## config.mk

```make
export PLATFORM = sky130hd
export DESIGN_NAME = vga_stream_sink
export DESIGN_NICKNAME = d
export VERILOG_FILES = /design/src/rtl/vga_stream_sink.sv
export SDC_FILE = /design/constraint.sdc
export NUM_CORES = 1
export LEC_CHECK = 0
export ABC_AREA = 1
export CAP_MARGIN = 20
export CORE_ASPECT_RATIO = 1.5
export CORE_UTILIZATION = 43
export DETAILED_ROUTE_END_ITERATION = 6
export HOLD_SLACK_MARGIN = 0.08
export PLACE_DENSITY = 0.75
export SLEW_MARGIN = 20
export SYNTH_ARGS = -nofsm -noshare
export SYNTH_HDL_FRONTEND = slang
export SYNTH_SLANG_ARGS = --single-unit
export TNS_END_PERCENT = 30
```

## constraint.sdc

```tcl
create_clock -name clk -period 2 [get_ports clk]
set_input_delay 0.5 -clock clk [delete_from_list [all_inputs] [get_ports clk]]
set_output_delay 0.5 -clock clk [all_outputs]
set_load 0.01 [all_outputs]
```

## src/rtl/vga_stream_sink.sv

```systemverilog
// vga_stream_sink: 640x480@60 raster generator that requests pixels upstream and drives registered VGA pins,
// with sync/blank delayed to line up with the returned RGB.
module vga_stream_sink #(
    parameter int H_ACTIVE = 640,
    parameter int H_FP     = 16,
    parameter int H_SYNC   = 96,
    parameter int H_BP     = 48,
    parameter int V_ACTIVE = 480,
    parameter int V_FP     = 10,
    parameter int V_SYNC   = 2,
    parameter int V_BP     = 33,
    parameter int REQ_LEAD = 1
) (
    input  logic        clk,
    input  logic        rst,
    output logic        oRequest,
    input  logic [9:0]  iRed,
    input  logic [9:0]  iGreen,
    input  logic [9:0]  iBlue,
    output logic [9:0]  VGA_R,
    output logic [9:0]  VGA_G,
    output logic [9:0]  VGA_B,
    output logic        VGA_HS,
    output logic        VGA_VS,
    output logic        VGA_BLANK_N,
    output logic        oFrameStart,
    output logic [15:0] oFrameCnt
);
    localparam int H_TOTAL = H_ACTIVE + H_FP + H_SYNC + H_BP;
    localparam int V_TOTAL = V_ACTIVE + V_FP + V_SYNC + V_BP;
    localparam int HW = $clog2(H_TOTAL + 1);
    localparam int VW = $clog2(V_TOTAL + 1);

    logic [HW-1:0] h;
    logic [VW-1:0] v;
    logic started, h_end, v_end, wrap, act, hs_raw, vs_raw;
    // {act, hs, vs} per stage; the last stage lines up with the returning RGB
    logic [REQ_LEAD:0][2:0] sr;

    always_comb begin
        h_end  = h == HW'(H_TOTAL - 1);
        v_end  = v == VW'(V_TOTAL - 1);
        wrap   = started && h_end && v_end;
        act    = started && (h < HW'(H_ACTIVE)) && (v < VW'(V_ACTIVE));
        hs_raw = !((h >= HW'(H_ACTIVE + H_FP)) && (h < HW'(H_ACTIVE + H_FP + H_SYNC)));
        vs_raw = !((v >= VW'(V_ACTIVE + V_FP)) && (v < VW'(V_ACTIVE + V_FP + V_SYNC)));
    end

    always_ff @(posedge clk) begin
        if (!rst) begin
            h           <= '0;
            v           <= '0;
            started     <= 1'b0;
            oRequest    <= 1'b0;
            sr          <= {(REQ_LEAD + 1){3'b011}};
            VGA_R       <= '0;
            VGA_G       <= '0;
            VGA_B       <= '0;
            VGA_HS      <= 1'b1;
            VGA_VS      <= 1'b1;
            VGA_BLANK_N <= 1'b0;
            oFrameStart <= 1'b0;
            oFrameCnt   <= '0;
        end else begin
            // counters hold (0,0) for the first edge after release, and that (0,0) is not a frame wrap
            started <= 1'b1;
            if (started) begin
                h <= h_end ? '0 : h + 1'b1;
                if (h_end)
                    v <= v_end ? '0 : v + 1'b1;
            end
            oRequest    <= act;
            sr          <= {sr[REQ_LEAD-1:0], {act, hs_raw, vs_raw}};
            VGA_R       <= sr[REQ_LEAD][2] ? iRed   : '0;
            VGA_G       <= sr[REQ_LEAD][2] ? iGreen : '0;
            VGA_B       <= sr[REQ_LEAD][2] ? iBlue  : '0;
            VGA_HS      <= sr[REQ_LEAD][1];
            VGA_VS      <= sr[REQ_LEAD][0];
            VGA_BLANK_N <= sr[REQ_LEAD][2];
            oFrameStart <= wrap;
            oFrameCnt   <= oFrameCnt + 16'(wrap);
        end
    end
endmodule
```

==> results.py <==
metrics = {
    "outcome": {
        "status": "finished, final reports clean",
    },
    "cts": {
        "cts_tree": "built",
        "clkLatencyLatePin_ns": 0.36,
        "cts.sinks": 77,
        "ctsHoldBuffers": 0,
        "cts_inserted_buffers": 9,
        "cts_buffer_depth": 2,
        "cts_root_buf": "clkbuf_8",
        "cts-htree-levels": 3,
        "clkSlewWorstSetupHoldPaths_ns": 0.09,
    },
    "layout": {
        "nets": 538,
        "drive_gt1_share_pct": 15.0,
        "syn_to_final_growth_pct": 45.0,
        "multi_input_area_sq_mm": 0.00127,
        "regArea_sq_mm": 0.00155,
        "insertedDiodeCount": 0,
        "fillerInstances": 590,
    },
    "timing": {
        "max_slew_margin_pct": 65.6,
        "hold_ws_ns": 0.417,
        "setup_ws_ns": 0.0750,
        "clock.fmax_mhz": 519,
        "timing.final.hold_violations": 0,
        "fin_crit_sh_pct": 96.3,
        "slew_viol_final": 0,
        "skew_ns": 0.0121,
        "worstMarginPinSlew_ns": 0.514,
        "min_period_ns": 1.93,
        "rsz0062_at_grt": "true",
        "setup_viol": 0,
    },
    "power_and_ir_drop": {
        "p_leak_nw": 1.79,
        "finalPower_w": 0.00292,
        "vdd.ir_drop.worst_uv": 519,
        "powerDensity_mw_per_mm2": 668,
    },
    "setup_path": {
        "critPathRequiredTime_ns": 1.50,
        "start_kind": "flip-flop",
        "crit_fanout": 5,
        "critPathMaxStageDelay_ns": 0.59,
        "crit_family": "buffers and inverters",
        "critPathBufInv": 1,
        "arrival_ns": 1.43,
        "crit_type": "flip-flop to output port",
        "crit_chain": "clkdlybuf4s50_1",
        "end_kind": "output port",
        "crit_slowest_cell": "clkdlybuf4s50_1",
    },
    "grt": {
        "grt_pass1_vias": 2741,
        "grt_usage_pct": 19.7,
        "grt_pass1_wl_microns": 11600,
        "grt_max_degree": 32,
        "gr-total-overflow": 0,
        "antenna_found_initial": 0,
    },
    "synthesis": {
        "ys_ff_latch": 77,
        "synthArstFlopShare_pct": 0,
        "synth_cells": 392,
        "synth_fp_nets": 430,
        "synth-edff-count": 0,
        "synth-main-ff-cell": "dfxtp_1",
        "synth_top_area_share_pct": 51.1,
        "yosys.area.top_type": "dfxtp_1",
        "yosysSeqAreaShare_pct": 51.1,
        "syn_avg_cell_area_sq_um": 7.69,
        "synth_common_cells": "dfxtp_1, nor2_1, inv_1",
        "synthTopCellsByArea": "dfxtp_1, nor2_1, inv_1",
        "yosys_warnings": 0,
        "ys_types": 29,
        "synth_area_sq_mm": 0.00301,
    },
    "drt": {
        "finalWirelength_microns": 7040,
        "drtIter0Drc": 156,
        "drc": 0,
        "firstDrtPassIters": 4,
        "post_drt_wl_per_cell_microns": 12.1,
        "viasPerCell": 4.77,
        "vias": 2781,
        "drtAntennaViolNets": 0,
    },
    "place": {
        "hpwl_microns": 5040,
        "pre_cts_ws_ns": -0.0115,
        "port_buffers": 82,
        "gp_congestion": 0.840,
    },
    "floorplanning": {
        "core-area_sq_mm": 0.00681,
        "boundaryPins": 83,
        "die_h_microns": 105,
        "die_w_microns": 70.4,
        "std_cell_rows": 37,
        "start_util_pct": 44.3,
        "die_area_sq_mm": 0.00736,
    },
    "worst_hold_path": {
        "hold_class": "flip-flop to flip-flop",
    },
    "run": {
        "maxCapViolCount": 0,
    },
}
[per-layer routing]
layer	part of all wire, %	global-route usage [%]	routed length, microns
met5	0	0	0
met4	2.5	10.3	176
met3	4.8	3.95	335
met2	55	36.5	3860
met1	38	20.1	2660
[sequential cells by signal, indices dropped and copies added (netlist names)]
| signal | count |
|---|---|
| sr | 5 |
| VGA_B | 10 |
| oFrameStart | 1 |
| VGA_G | 10 |
| v | 10 |
| oRequest | 1 |
| VGA_BLANK_N | 1 |
| h | 10 |
| VGA_HS | 1 |
| started | 1 |
| VGA_VS | 1 |
| oFrameCnt | 16 |
| VGA_R | 10 |
[placed cells by master, fill, tap and decap left out, types with 5 or more instances in the layout]
cell type,netlist,layout
nand3_1,19,16
or2_2,5,5
clkbuf_8,0,9
inv_1,68,64
o21ai_0,7,7
nand2_1,65,64
dfxtp_1,77,72
clkdlybuf4s50_1,0,82
nand4_1,11,11
buf_4,1,23
dfxtp_2,0,5
nor2_1,77,74
a21oi_1,18,17
nor3_1,8,8
[metrics by stage]
step | instances | TNS [ns] | util (%) | cell area (sq um)
final | 583 | 0 | 64.2 | 4370
after global routing | 583 | -0.310 | 64.2 | 4370
after floorplan | 392 | 0 | - | 3030
after detailed placement | 563 | -0.0121 | 59.5 | 4050
after CTS | 579 | 0 | 62.6 | 4260
after global placement | 563 | 0 | 59.5 | 4050
[worst reg2reg max path, delay by kind of cell (launching register included)]
family          cells  cell delay (ns)
compound gates      1             0.18
fa+ha+maj           2             0.30
buf+inv             2             0.11
flops               1             0.32
simple gates        6             0.94
[area by class of cell]
class | count | share of cell area, %
clock buffers | 9 | 2.84
multi-input cells | 239 | 29.1
clock inverters | 7 | 1.86
well taps | 78 | 2.23
flip-flops and latches | 77 | 35.4
repair buffers | 105 | 22.7
inverters | 68 | 5.84
[path summary, 6_finish.rpt]
kind,startpoint,to,slack (ns),depth (start not counted)
worst min-delay path,sr[3],VGA_VS,0.42,1
worst min register to register,sr[3],VGA_VS,0.42,1
worst max-delay path,oFrameCnt[4],oFrameCnt[4],0.07,1
worst max register to register,v[1],oFrameCnt[15],0.09,11
[kinds of logic (layout without fill, tap and decap cells)]
logic type / count (synthesis) / in the layout / share of synthesized area, %
simple gates: 197 / 197 / 29.2
fa+ha+maj: 6 / 6 / 2.49
xor+xnor: 6 / 6 / 1.74
buf+inv: 76 / 189 / 9.84
compound gates: 30 / 30 / 5.56
flops: 77 / 77 / 51.1
[power breakdown]
| group | switching, W | leakage (nW) | internal, W |
|---|---|---|---|
| clock network | 0.000609 | 0.0944 | 0.000593 |
| registers | 0.00000586 | 0.625 | 0.00155 |
| logic | 0.0000662 | 1.07 | 0.0000964 |
| total | 0.000681 | 1.79 | 0.00224 |
[what timing repair did]
item                                    in CTS  in global routing
gates resized for setup                      2                 21
endpoints found under the setup margin       4                 12
pin swaps                                    1                  7
gates cloned                                 0                  0
endpoints found under the hold margin        0                  0
setup buffers                                0                  4
(Power assumes the default switching activity.)
